`config.mk`:
```
export PLATFORM = sky130hd
export DESIGN_NAME = ctrl_pipe_unit_flat
export DESIGN_NICKNAME = d
export VERILOG_FILES = /design/src/rtl/ctrl_pipe_unit_pkg.sv /design/src/rtl/ctrl_pipe_unit_if.sv /design/src/rtl/ctrl_pipe_unit_decode_cond.sv /design/src/rtl/ctrl_pipe_unit.sv /design/src/flat_wrapper.sv
export SDC_FILE = /design/constraint.sdc
export NUM_CORES = 1
export LEC_CHECK = 0
export ABC_AREA = 1
export CAP_MARGIN = 10
export CORE_MARGIN = 2
export CORE_UTILIZATION = 42
export DETAILED_ROUTE_END_ITERATION = 6
export HOLD_SLACK_MARGIN = 0.15
export PLACE_DENSITY_LB_ADDON = 0.1
export SYNTH_ARGS = -nofsm -noshare
export SYNTH_HDL_FRONTEND = slang
export SYNTH_SLANG_ARGS = --single-unit
```
`constraint.sdc`:
```
create_clock -name clk -period 1.9 [get_ports clk]
set_clock_uncertainty 0.1 [all_clocks]
set_input_delay 0.38 -clock clk [delete_from_list [all_inputs] [get_ports clk]]
set_output_delay 0.38 -clock clk [all_outputs]
set_load 0.005 [all_outputs]
```
`src/rtl/ctrl_pipe_unit_pkg.sv`:
```
// arm_ctrl_pkg: control-bundle types, ALU/AM encodings and bubble constants for the ARM control pipeline
package arm_ctrl_pkg;
  localparam logic [3:0] ALU_ADD = 4'b0000;
  localparam logic [3:0] ALU_SUB = 4'b0010;
  localparam logic [3:0] ALU_NOP = 4'b1001;
  localparam logic [1:0] AM_IMM = 2'b00;
  localparam logic [1:0] AM_DEF = 2'b01;
  localparam logic [1:0] AM_LS_IMM = 2'b10;
  localparam logic [1:0] AM_REG = 2'b11;
  localparam logic [3:0] RD_LINK = 4'd14;
  // Indexed by data-processing opcode instr[24:21]; entry 15 (MVN) first
  localparam logic [15:0][3:0] ALU_MAP = {
    4'b1011, 4'b1100, 4'b1010, 4'b0111,
    4'b1001, 4'b1001, 4'b1001, 4'b1001,
    4'b0101, 4'b0011, 4'b0001, 4'b0000,
    4'b0100, 4'b0010, 4'b1000, 4'b0110
  };
  typedef struct packed {
    logic       valid;
    logic [3:0] alu_op;
    logic [1:0] am;
    logic       s;
    logic       load;
    logic       rf_en;
    logic       size;
    logic       rw;
    logic       e;
    logic       b;
    logic       bl;
    logic [3:0] rd;
  } ctrl_bundle_t;
  typedef struct packed {
    logic       valid;
    logic       load;
    logic       rf_en;
    logic       size;
    logic       rw;
    logic       e;
    logic [3:0] rd;
  } mem_ctrl_t;
  typedef struct packed {
    logic       valid;
    logic       load;
    logic       rf_en;
    logic [3:0] rd;
  } wb_ctrl_t;
  localparam ctrl_bundle_t BUBBLE = '{alu_op: ALU_NOP, am: AM_DEF, default: '0};
  function automatic mem_ctrl_t to_mem(ctrl_bundle_t c);
    return '{valid: c.valid, load: c.load, rf_en: c.rf_en, size: c.size, rw: c.rw, e: c.e, rd: c.rd};
  endfunction
  function automatic wb_ctrl_t to_wb(mem_ctrl_t m);
    return '{valid: m.valid, load: m.load, rf_en: m.rf_en, rd: m.rd};
  endfunction
endpackage

```
`src/rtl/ctrl_pipe_unit_if.sv`:
```
// ctrl_pipe_unit_if: ID-stage inputs and per-stage control outputs of the control pipeline
interface ctrl_pipe_unit_if #(parameter int RD_W = 4, parameter int OP_W = 4);
  logic [31:0]     instr_id;
  logic [3:0]      flags_in;
  logic            flush;
  logic            hazard_stall;
  logic            ex_valid, ex_s, ex_load, ex_rf_en, ex_size, ex_rw, ex_e, ex_b, ex_bl;
  logic [OP_W-1:0] ex_alu_op;
  logic [1:0]      ex_am;
  logic [RD_W-1:0] ex_rd;
  logic            mem_valid, mem_load, mem_rf_en, mem_size, mem_rw, mem_e;
  logic [RD_W-1:0] mem_rd;
  logic            wb_valid, wb_load, wb_rf_en;
  logic [RD_W-1:0] wb_rd;
  modport master (
    output instr_id, flags_in, flush,
    input  hazard_stall, ex_valid, ex_alu_op, ex_am, ex_s, ex_load, ex_rf_en, ex_size, ex_rw, ex_e,
           ex_b, ex_bl, ex_rd, mem_valid, mem_load, mem_rf_en, mem_size, mem_rw, mem_e, mem_rd,
           wb_valid, wb_load, wb_rf_en, wb_rd
  );
  modport slave (
    input  instr_id, flags_in, flush,
    output hazard_stall, ex_valid, ex_alu_op, ex_am, ex_s, ex_load, ex_rf_en, ex_size, ex_rw, ex_e,
           ex_b, ex_bl, ex_rd, mem_valid, mem_load, mem_rf_en, mem_size, mem_rw, mem_e, mem_rd,
           wb_valid, wb_load, wb_rf_en, wb_rd
  );
endinterface

```
`src/rtl/ctrl_pipe_unit_decode_cond.sv`:
```
// arm_decode_cond: combinational ARM control decode plus NZCV condition evaluation
module arm_decode_cond
  import arm_ctrl_pkg::*;
#(
  parameter bit COND_EN = 1'b1
) (
  input  logic [11:0]  hi_i,
  input  logic [3:0]   rd_i,
  input  logic [3:0]   flags_i,
  output ctrl_bundle_t ctrl_o,
  output logic         cond_pass_o
);
  logic [3:0] cond;
  logic [2:0] cls;
  logic [3:0] op;
  logic n, z, c, v, base;
  assign cond = hi_i[11:8];
  assign cls = hi_i[7:5];
  assign op = hi_i[4:1];
  assign {n, z, c, v} = flags_i;
  // Odd condition codes are the negation of the preceding even code; 1111 is the negation of AL
  assign base = cond[3:1] == 3'd0 ? z :
                cond[3:1] == 3'd1 ? c :
                cond[3:1] == 3'd2 ? n :
                cond[3:1] == 3'd3 ? v :
                cond[3:1] == 3'd4 ? (c && !z) :
                cond[3:1] == 3'd5 ? (n == v) :
                cond[3:1] == 3'd6 ? (!z && n == v) : 1'b1;
  assign cond_pass_o = !COND_EN || (base ^ cond[0]);
  always_comb begin
    ctrl_o = BUBBLE;
    ctrl_o.valid = 1'b1;
    if (cls[2:1] == 2'b00) begin
      ctrl_o.am = cls[0] ? AM_IMM : AM_REG;
      ctrl_o.s = hi_i[0];
      ctrl_o.alu_op = ALU_MAP[op];
      ctrl_o.rf_en = op[3:2] != 2'b10;
    end
    if (cls[2:1] == 2'b01) begin
      ctrl_o.am = cls[0] ? AM_REG : AM_LS_IMM;
      ctrl_o.alu_op = hi_i[3] ? ALU_ADD : ALU_SUB;
      ctrl_o.load = hi_i[0];
      ctrl_o.rw = !hi_i[0];
      ctrl_o.size = hi_i[2];
      ctrl_o.e = 1'b1;
      ctrl_o.rf_en = hi_i[0];
    end
    if (cls == 3'b101) begin
      ctrl_o.b = 1'b1;
      ctrl_o.bl = hi_i[4];
      ctrl_o.rf_en = hi_i[4];
    end
    ctrl_o.rd = ctrl_o.bl ? RD_LINK : rd_i;
  end
endmodule

```
`src/rtl/ctrl_pipe_unit.sv`:
```
// ctrl_pipe_unit: load-use hazard detection and ID/EX, EX/MEM, MEM/WB control registers with bubble and flush
module ctrl_pipe_unit
  import arm_ctrl_pkg::*;
#(
  parameter bit COND_EN = 1'b1,
  parameter bit HAZARD_EN = 1'b1,
  parameter int RD_W = 4,
  parameter int OP_W = 4
) (
  input logic             clk,
  input logic             reset,
  ctrl_pipe_unit_if.slave bus
);
  logic [31:0] ins;
  logic [2:0] cls;
  ctrl_bundle_t dec, ex_q, ex_d;
  mem_ctrl_t mem_q;
  wb_ctrl_t wb_q;
  logic cond_pass, src_match, hazard, bubble;
  assign ins = bus.instr_id;
  assign cls = ins[27:25];
  arm_decode_cond #(.COND_EN(COND_EN)) u_dec (
    .hi_i       (ins[31:20]),
    .rd_i       (ins[15:12]),
    .flags_i    (bus.flags_in),
    .ctrl_o     (dec),
    .cond_pass_o(cond_pass)
  );
  assign src_match = (!cls[2] && ex_q.rd == ins[19:16]) ||
                     ((cls == 3'b000 || cls == 3'b011) && ex_q.rd == ins[3:0]) ||
                     (cls[2:1] == 2'b01 && !ins[20] && ex_q.rd == ins[15:12]);
  assign hazard = HAZARD_EN && ex_q.valid && ex_q.load && src_match;
  assign bus.hazard_stall = hazard && !bus.flush && !reset;
  assign bubble = !cond_pass || ins == 32'h0 || hazard || bus.flush;
  assign ex_d = bubble ? BUBBLE : dec;
  always_ff @(posedge clk) begin
    ex_q <= reset ? BUBBLE : ex_d;
    mem_q <= reset ? to_mem(BUBBLE) : to_mem(ex_q);
    wb_q <= reset ? to_wb(to_mem(BUBBLE)) : to_wb(mem_q);
  end
  assign bus.ex_valid = ex_q.valid;
  assign bus.ex_alu_op = OP_W'(ex_q.alu_op);
  assign bus.ex_am = ex_q.am;
  assign bus.ex_s = ex_q.s;
  assign bus.ex_load = ex_q.load;
  assign bus.ex_rf_en = ex_q.rf_en;
  assign bus.ex_size = ex_q.size;
  assign bus.ex_rw = ex_q.rw;
  assign bus.ex_e = ex_q.e;
  assign bus.ex_b = ex_q.b;
  assign bus.ex_bl = ex_q.bl;
  assign bus.ex_rd = RD_W'(ex_q.rd);
  assign bus.mem_valid = mem_q.valid;
  assign bus.mem_load = mem_q.load;
  assign bus.mem_rf_en = mem_q.rf_en;
  assign bus.mem_size = mem_q.size;
  assign bus.mem_rw = mem_q.rw;
  assign bus.mem_e = mem_q.e;
  assign bus.mem_rd = RD_W'(mem_q.rd);
  assign bus.wb_valid = wb_q.valid;
  assign bus.wb_load = wb_q.load;
  assign bus.wb_rf_en = wb_q.rf_en;
  assign bus.wb_rd = RD_W'(wb_q.rd);
endmodule
```
`src/flat_wrapper.sv`:
```
// flat-port wrapper written by rule: the top's interface ports become plain ports
module ctrl_pipe_unit_flat import arm_ctrl_pkg::*;
#(
  parameter bit COND_EN = 1'b1,
  parameter bit HAZARD_EN = 1'b1,
  parameter int RD_W = 4,
  parameter int OP_W = 4
)
  (clk, reset, bus_instr_id, bus_flags_in, bus_flush, bus_hazard_stall, bus_ex_valid, bus_ex_alu_op, bus_ex_am, bus_ex_s, bus_ex_load, bus_ex_rf_en, bus_ex_size, bus_ex_rw, bus_ex_e, bus_ex_b, bus_ex_bl, bus_ex_rd, bus_mem_valid, bus_mem_load, bus_mem_rf_en, bus_mem_size, bus_mem_rw, bus_mem_e, bus_mem_rd, bus_wb_valid, bus_wb_load, bus_wb_rf_en, bus_wb_rd);
  ctrl_pipe_unit_if #(.RD_W(RD_W), .OP_W(OP_W)) bus_i ();
  input logic clk;
  input logic reset;
  input wire logic [$bits(bus_i.instr_id)-1:0] bus_instr_id;
  input wire logic [$bits(bus_i.flags_in)-1:0] bus_flags_in;
  input wire logic [$bits(bus_i.flush)-1:0] bus_flush;
  output wire logic [$bits(bus_i.hazard_stall)-1:0] bus_hazard_stall;
  output wire logic [$bits(bus_i.ex_valid)-1:0] bus_ex_valid;
  output wire logic [$bits(bus_i.ex_alu_op)-1:0] bus_ex_alu_op;
  output wire logic [$bits(bus_i.ex_am)-1:0] bus_ex_am;
  output wire logic [$bits(bus_i.ex_s)-1:0] bus_ex_s;
  output wire logic [$bits(bus_i.ex_load)-1:0] bus_ex_load;
  output wire logic [$bits(bus_i.ex_rf_en)-1:0] bus_ex_rf_en;
  output wire logic [$bits(bus_i.ex_size)-1:0] bus_ex_size;
  output wire logic [$bits(bus_i.ex_rw)-1:0] bus_ex_rw;
  output wire logic [$bits(bus_i.ex_e)-1:0] bus_ex_e;
  output wire logic [$bits(bus_i.ex_b)-1:0] bus_ex_b;
  output wire logic [$bits(bus_i.ex_bl)-1:0] bus_ex_bl;
  output wire logic [$bits(bus_i.ex_rd)-1:0] bus_ex_rd;
  output wire logic [$bits(bus_i.mem_valid)-1:0] bus_mem_valid;
  output wire logic [$bits(bus_i.mem_load)-1:0] bus_mem_load;
  output wire logic [$bits(bus_i.mem_rf_en)-1:0] bus_mem_rf_en;
  output wire logic [$bits(bus_i.mem_size)-1:0] bus_mem_size;
  output wire logic [$bits(bus_i.mem_rw)-1:0] bus_mem_rw;
  output wire logic [$bits(bus_i.mem_e)-1:0] bus_mem_e;
  output wire logic [$bits(bus_i.mem_rd)-1:0] bus_mem_rd;
  output wire logic [$bits(bus_i.wb_valid)-1:0] bus_wb_valid;
  output wire logic [$bits(bus_i.wb_load)-1:0] bus_wb_load;
  output wire logic [$bits(bus_i.wb_rf_en)-1:0] bus_wb_rf_en;
  output wire logic [$bits(bus_i.wb_rd)-1:0] bus_wb_rd;
  assign bus_i.instr_id = bus_instr_id;
  assign bus_i.flags_in = bus_flags_in;
  assign bus_i.flush = bus_flush;
  assign bus_hazard_stall = bus_i.hazard_stall;
  assign bus_ex_valid = bus_i.ex_valid;
  assign bus_ex_alu_op = bus_i.ex_alu_op;
  assign bus_ex_am = bus_i.ex_am;
  assign bus_ex_s = bus_i.ex_s;
  assign bus_ex_load = bus_i.ex_load;
  assign bus_ex_rf_en = bus_i.ex_rf_en;
  assign bus_ex_size = bus_i.ex_size;
  assign bus_ex_rw = bus_i.ex_rw;
  assign bus_ex_e = bus_i.ex_e;
  assign bus_ex_b = bus_i.ex_b;
  assign bus_ex_bl = bus_i.ex_bl;
  assign bus_ex_rd = bus_i.ex_rd;
  assign bus_mem_valid = bus_i.mem_valid;
  assign bus_mem_load = bus_i.mem_load;
  assign bus_mem_rf_en = bus_i.mem_rf_en;
  assign bus_mem_size = bus_i.mem_size;
  assign bus_mem_rw = bus_i.mem_rw;
  assign bus_mem_e = bus_i.mem_e;
  assign bus_mem_rd = bus_i.mem_rd;
  assign bus_wb_valid = bus_i.wb_valid;
  assign bus_wb_load = bus_i.wb_load;
  assign bus_wb_rf_en = bus_i.wb_rf_en;
  assign bus_wb_rd = bus_i.wb_rd;
  ctrl_pipe_unit #(.COND_EN(COND_EN), .HAZARD_EN(HAZARD_EN), .RD_W(RD_W), .OP_W(OP_W)) u_core (.clk(clk), .reset(reset), .bus(bus_i));
endmodule
```
* Yosys cells after proc, flatten, opt, wreduce, memory -nomap -nowiden
Memory sizes are Yosys's and may differ from the RTL's.
Index checks and enable logic that the tools add are counted.
Widths: inputs -> output; s select.
** Cells by class
- Magnitude comparators :: 1
- Eq/ne operators :: 14
- Muxes and demuxes :: 19
- Bitwise operators :: 3
- Reductions and logical operators :: 30
** Operators with widths (number)
- $logic_not 32->1 :: 1
- $mux 19 :: 1
- $eq 3x3->1 const B :: 4
- $eq 4x4->1 :: 3
- $logic_and 1x1->1 :: 10
- $mux 1 :: 10
- $eq 3x2->1 const B :: 3
- $reduce_or 3->1 :: 3
- $mux 4 :: 2
- $mux 7 :: 1
- $logic_not 1->1 :: 6
- $logic_not 3->1 :: 2
- $logic_or 1x1->1 :: 6
- $mux 2 :: 3
- $mux 6 :: 1
- $lt 4x5->1 const B :: 1
- $mux 5 :: 1
- $eq 3x1->1 const B :: 1
- $eq 2x1->1 const B :: 1
- $logic_not 2->1 :: 1
- $ne 2x2->1 const B :: 1
- $not 1->1 :: 2
- $reduce_or 2->1 :: 1
- $eq 1x1->1 :: 1
- $xor 1x1->1 :: 1
** Word-level totals
- Bits in registers :: 36
- Bits in read-only memories :: 64
- Input port bits :: 39
- Output and inout bits :: 37
- Memories :: 1
** Memories
- (name not given) :: depth 16, bits a word 4, rd ports 1, clocked after memory_dff 0, wr ports 0, line ctrl_pipe_unit_decode_cond.sv:36 : ctrl_o.alu_op = ALU_MAP[op];

* Longest topological paths before layout
- Depth in word-level cells :: 15
- Gate-level depth with buffers :: 14

* Modules after synthesis
A second synthesis with hierarchy kept.
** Unflattened totals
- Cell total of the unflattened synthesis :: 289
- Area, all modules :: 1889.3 um^2
** Modules (own cells, without submodules)
- ctrl_pipe_unit :: instances 1, cells each 205, area each 1467.7 um^2, seq. area each 720.7 um^2
- arm_decode_cond :: instances 1, cells each 84, area each 421.7 um^2, seq. area each 0.0 um^2

* Worst setup path before layout
OpenSTA, ideal clock, no wires.
- Kind :: input -> output
- Start point :: in bus_instr_id[20]
- End point :: out bus_hazard_stall
- Data arrival time :: 1.031 ns
- Required time :: 1.420 ns
- Setup slack :: 0.389 ns
- Stages on the path :: 6
- Buffers on the path :: 0
- Cell sequence :: inv_1 nand3_2 nor2_2 nand3_2 nand3_4 and3_1
** Between the ends
- Word-level cells in the longest chain between the ends :: 7
** RTL lines
- start, declared :: line flat_wrapper.sv:13 : input wire logic [$bits(bus_i.instr_id)-1:0] bus_instr_id;
- $logic_not 1->1 :: line ctrl_pipe_unit.sv:31 : (cls[2:1] == 2'b01 && !ins[20] && ex_q.rd == ins[15:12]);
- $logic_and 1x1->1 (2 in series) :: line ctrl_pipe_unit.sv:31
- $logic_or 1x1->1 :: line ctrl_pipe_unit.sv:30 : ((cls == 3'b000 || cls == 3'b011) && ex_q.rd == ins[3:0]) ||
- $logic_and 1x1->1 :: line ctrl_pipe_unit.sv:32 : assign hazard = HAZARD_EN && ex_q.valid && ex_q.load && src_match;
- $logic_and 1x1->1 (2 in series) :: line ctrl_pipe_unit.sv:33 : assign bus.hazard_stall = hazard && !bus.flush && !reset;
- end, declared :: line flat_wrapper.sv:16 : output wire logic [$bits(bus_i.hazard_stall)-1:0] bus_hazard_stall;
Every way passes these cells.

* Worst setup path in the final report
- Start point :: reg u_core.ex_q, in the netlist u_core.bus.ex_rd[0]
- End point :: out bus_hazard_stall
** Between the ends
- Word-level cells in the longest chain between the ends :: 7
** RTL lines
- start, declared :: line ctrl_pipe_unit.sv:16 : ctrl_bundle_t dec, ex_q, ex_d;
- start signal, assigned :: line ctrl_pipe_unit.sv:37 : ex_q <= reset ? BUBBLE : ex_d;
- $eq 4x4->1 (on tied branches) :: line ctrl_pipe_unit.sv:29, ctrl_pipe_unit.sv:30
- $logic_and 1x1->1 (on tied branches) :: line ctrl_pipe_unit.sv:29, ctrl_pipe_unit.sv:30
- $logic_or 1x1->1 :: line ctrl_pipe_unit.sv:29 : assign src_match = (!cls[2] && ex_q.rd == ins[19:16]) ||
- $logic_or 1x1->1 (*) :: line ctrl_pipe_unit.sv:30
- $logic_and 1x1->1 (*) :: line ctrl_pipe_unit.sv:32
- $logic_and 1x1->1 (*) (2 in series) :: line ctrl_pipe_unit.sv:33
Mark *: on every way between the ends. The rest lies on a longest branch, timed or not.

==> run metrics <==
share of the synthesized area in the top cell type=0.406; hpwl dp=approximately 3.6 mm; Starting Density=0.441; Mapped Area=about 1800 um2; Sequential Power Share=0.448; first-pass GRT wire length=~7.7 mm; RSZ-0062 raised after global routing=true; root buf cell=clkbuf_8; cts bufs inserted=5; Via density=about 4.5; Clk Latency, worst-skew pair=0.29 ns; Top FF cell, synth=dfxtp_1; Psw=~0.44 mW; clk slew on worst S/H paths=0.07 ns; Comb pwr share=0.218; ANT cells=0; Crit Path Max Fanout=5; # DRC=0; nets@finish=roughly 430; htree depth=2; deepest clock path buffer count=2; Avg Cell Area, Syn=about 6.8 um2; maximum VDD drop=about 0.26 mV; Area contributors post-synth=dfxtp_1, nand2_1, inv_1, nor2_1, nor2_2; Post-Route WL=~4.8 mm; DR WL/cell=around 11 um; Hold Vio Cnt, Final=0; DR iter-0 viols=52; PwrDens=559 nW/um2; MaxCap Viol Count=0; design area=3110 um2; Die Span Y=69.0 um; Worst path slowest cell=dfxtp_4; GRT overflow=0; Critical Path Source Type=flip-flop; switching share of power=0.255; FP Rows=23; HP Class=flip-flop to flip-flop; total die area=4760 um2; vias in the first global route=1868; outcome=finished, final reports clean; final RePlAce weighted congestion=0.905; CTS tree=done; final setup violation count=0; Seq cells post-synth=36; Crit path max-delay family=simple AND/OR/NAND/NOR gates; Slew @ Worst Pin=roughly 0.33 ns; Ys Warns=0; most common cell in the netlist=nand2_1; Pre-antenna DRT Iters=7; total track usage=0.197; Post-synth top cells=nand2_1, inv_1, nor2_1; post-synthesis sequential area ratio=0.406; Layout area overhead=75.3%; crit path DAT=around 1.4 ns; Clock power frac=0.334; Worst setup EP type=primary output; placeable core region=between 4000 and 5000 um2; clock sink count=36; worst setup path class=flip-flop to primary output; Area after DPL=2880 um2; Post-synth EDFFs=0; Pwr Total=around 1.7 mW; f_max=approximately 530 MHz; pins over their slew limit=0; pin count of the biggest net entering global routing=18; post-route ant nets=0; ratio of cells with drive above 1 in the final layout=0.289; DIE WIDTH=slightly below 70 um; crit-path cells=inv_4, nand2_2, nand2_1, nor2_2, nand3_2, nand3_4, and3_4, buf_6; Async SR Flop Fraction=0; Unique masters post-synth=28; final period utilization=1.00; slowest cell delay on critical path=between 0.3 and 0.4 ns; total number of vias=between 1500 and 2000; leakage dissipation=1.51 nW; hold_buf cts=0; Post-Syn Nets=305; PortBufs=75; initial antenna violation count=0; crit path time final=1.90 ns; critical path required time=around 1.4 ns; area leader, netlist=dfxtp_1; Buf/Inv on CP=2; Pint=around 1.3 mW; Slew Limit Headroom=0.781; Mapped Cells=261; top-level I/O count=76
[layout make-up]
cell class              count  area [um2]
repair buffers            119        1100
multi-input cells         171         930
fillers                   307         916
flip-flops and latches     36         733
inverters                  51         194
clock buffers               7        96.3
well taps                  50        62.6
[kinds of logic after synthesis]
group | Yosys count | synth area share
AOI/OAI and AO/OA | 17 | 0.0641
and+or+nand+nor | 148 | 0.371
DFF | 36 | 0.406
adders and majority gates | 5 | 0.0352
buffers and inverters | 54 | 0.118
xor gates and xnor gates | 1 | 0.00493
[repair_timing]
item,CTS,global route
buffers inserted,3,2
pin swaps,11,17
setup endpoints to repair,12,18
resized for setup,35,38
[path summary, 6_finish.rpt]
check                      startpoint                 endpoint  slack (ns)  depth (start not counted)
setup / recovery  u_core.bus.ex_rd[0]         bus_hazard_stall      0.0002                          8
hold / removal    u_core.bus.mem_load       u_core.bus.wb_load        0.32                          2
setup reg to reg  u_core.bus.ex_rd[0]  u_core.bus.ex_alu_op[1]        0.28                         11
hold reg to reg   u_core.bus.mem_load       u_core.bus.wb_load        0.32                          2
[layout by cell type, fill, tap and decap left out, drive strengths merged]
| master | instances |
|---|---|
| dlygate4sd2 | 14 |
| nand2 | 66 |
| a211oi | 1 |
| dfxtp | 36 |
| nor2 | 62 |
| buf | 45 |
| o22ai | 1 |
| a21boi | 1 |
| and3 | 1 |
| or2 | 2 |
| o21bai | 1 |
| nand3 | 15 |
| nand4 | 2 |
| ha | 5 |
| o211ai | 2 |
| clkdlybuf4s15 | 1 |
| inv | 51 |
| o21ai | 7 |
| xnor2 | 1 |
| clkdlybuf4s50 | 56 |
| a21oi | 4 |
| clkbuf | 8 |
| dlymetal6s2s | 2 |
[worst reg2reg max path, delay by kind of cell (launching register included)]
family | cells | cell delay (ns)
AND/OR/NAND/NOR | 7 | 0.55
flip-flops | 1 | 0.36
AO/OA/AOI/OAI | 1 | 0.16
buffers and inverters | 3 | 0.38
[layer usage]
| metal | global-route usage | wire length (um) | share of wire |
|---|---|---|---|
| met1 | 0.226 | 1990 | 0.42 |
| met2 | 0.356 | 2480 | 0.52 |
| met3 | 0.0409 | 219 | 0.046 |
| met4 | 0.0719 | 95 | 0.020 |
| met5 | 0 | 0 | 0 |
[registers in the layout, indices dropped and copies added (netlist names), 2 cells and up]
name	count
u_core.bus.ex_alu_op	4
u_core.bus.ex_am	2
u_core.bus.ex_rd	4
u_core.bus.wb_rd	4
u_core.bus.mem_rd	4
[power groups by stage]
stage | Combinational [mW] | Clock (mW) | Sequential, mW
global route | 0.418 | 0.627 | 0.781
CTS | 0.355 | 0.601 | 0.780
floorplan | 0.135 | 0 | 0.800
detailed placement | 0.355 | 0 | 0.798
finish | 0.380 | 0.582 | 0.780
global placement | 0.348 | 0 | 0.797
[through the flow]
step	utilization	worst slack [ns]	hold WS (ns)	setup TNS, ns	std cells
final	0.773	0.000210	0.324	0	434
after global routing	0.773	-0.0846	0.337	-0.107	434
after CTS	0.744	-0.00166	0.327	-0.00166	432
after detailed placement	0.714	-0.664	0.311	-6.00	422
after global placement	0.714	-0.630	0.309	-5.27	422
after floorplan	-	0.389	0.320	0	261
No activity file was read; power rests on OpenSTA's default activity.
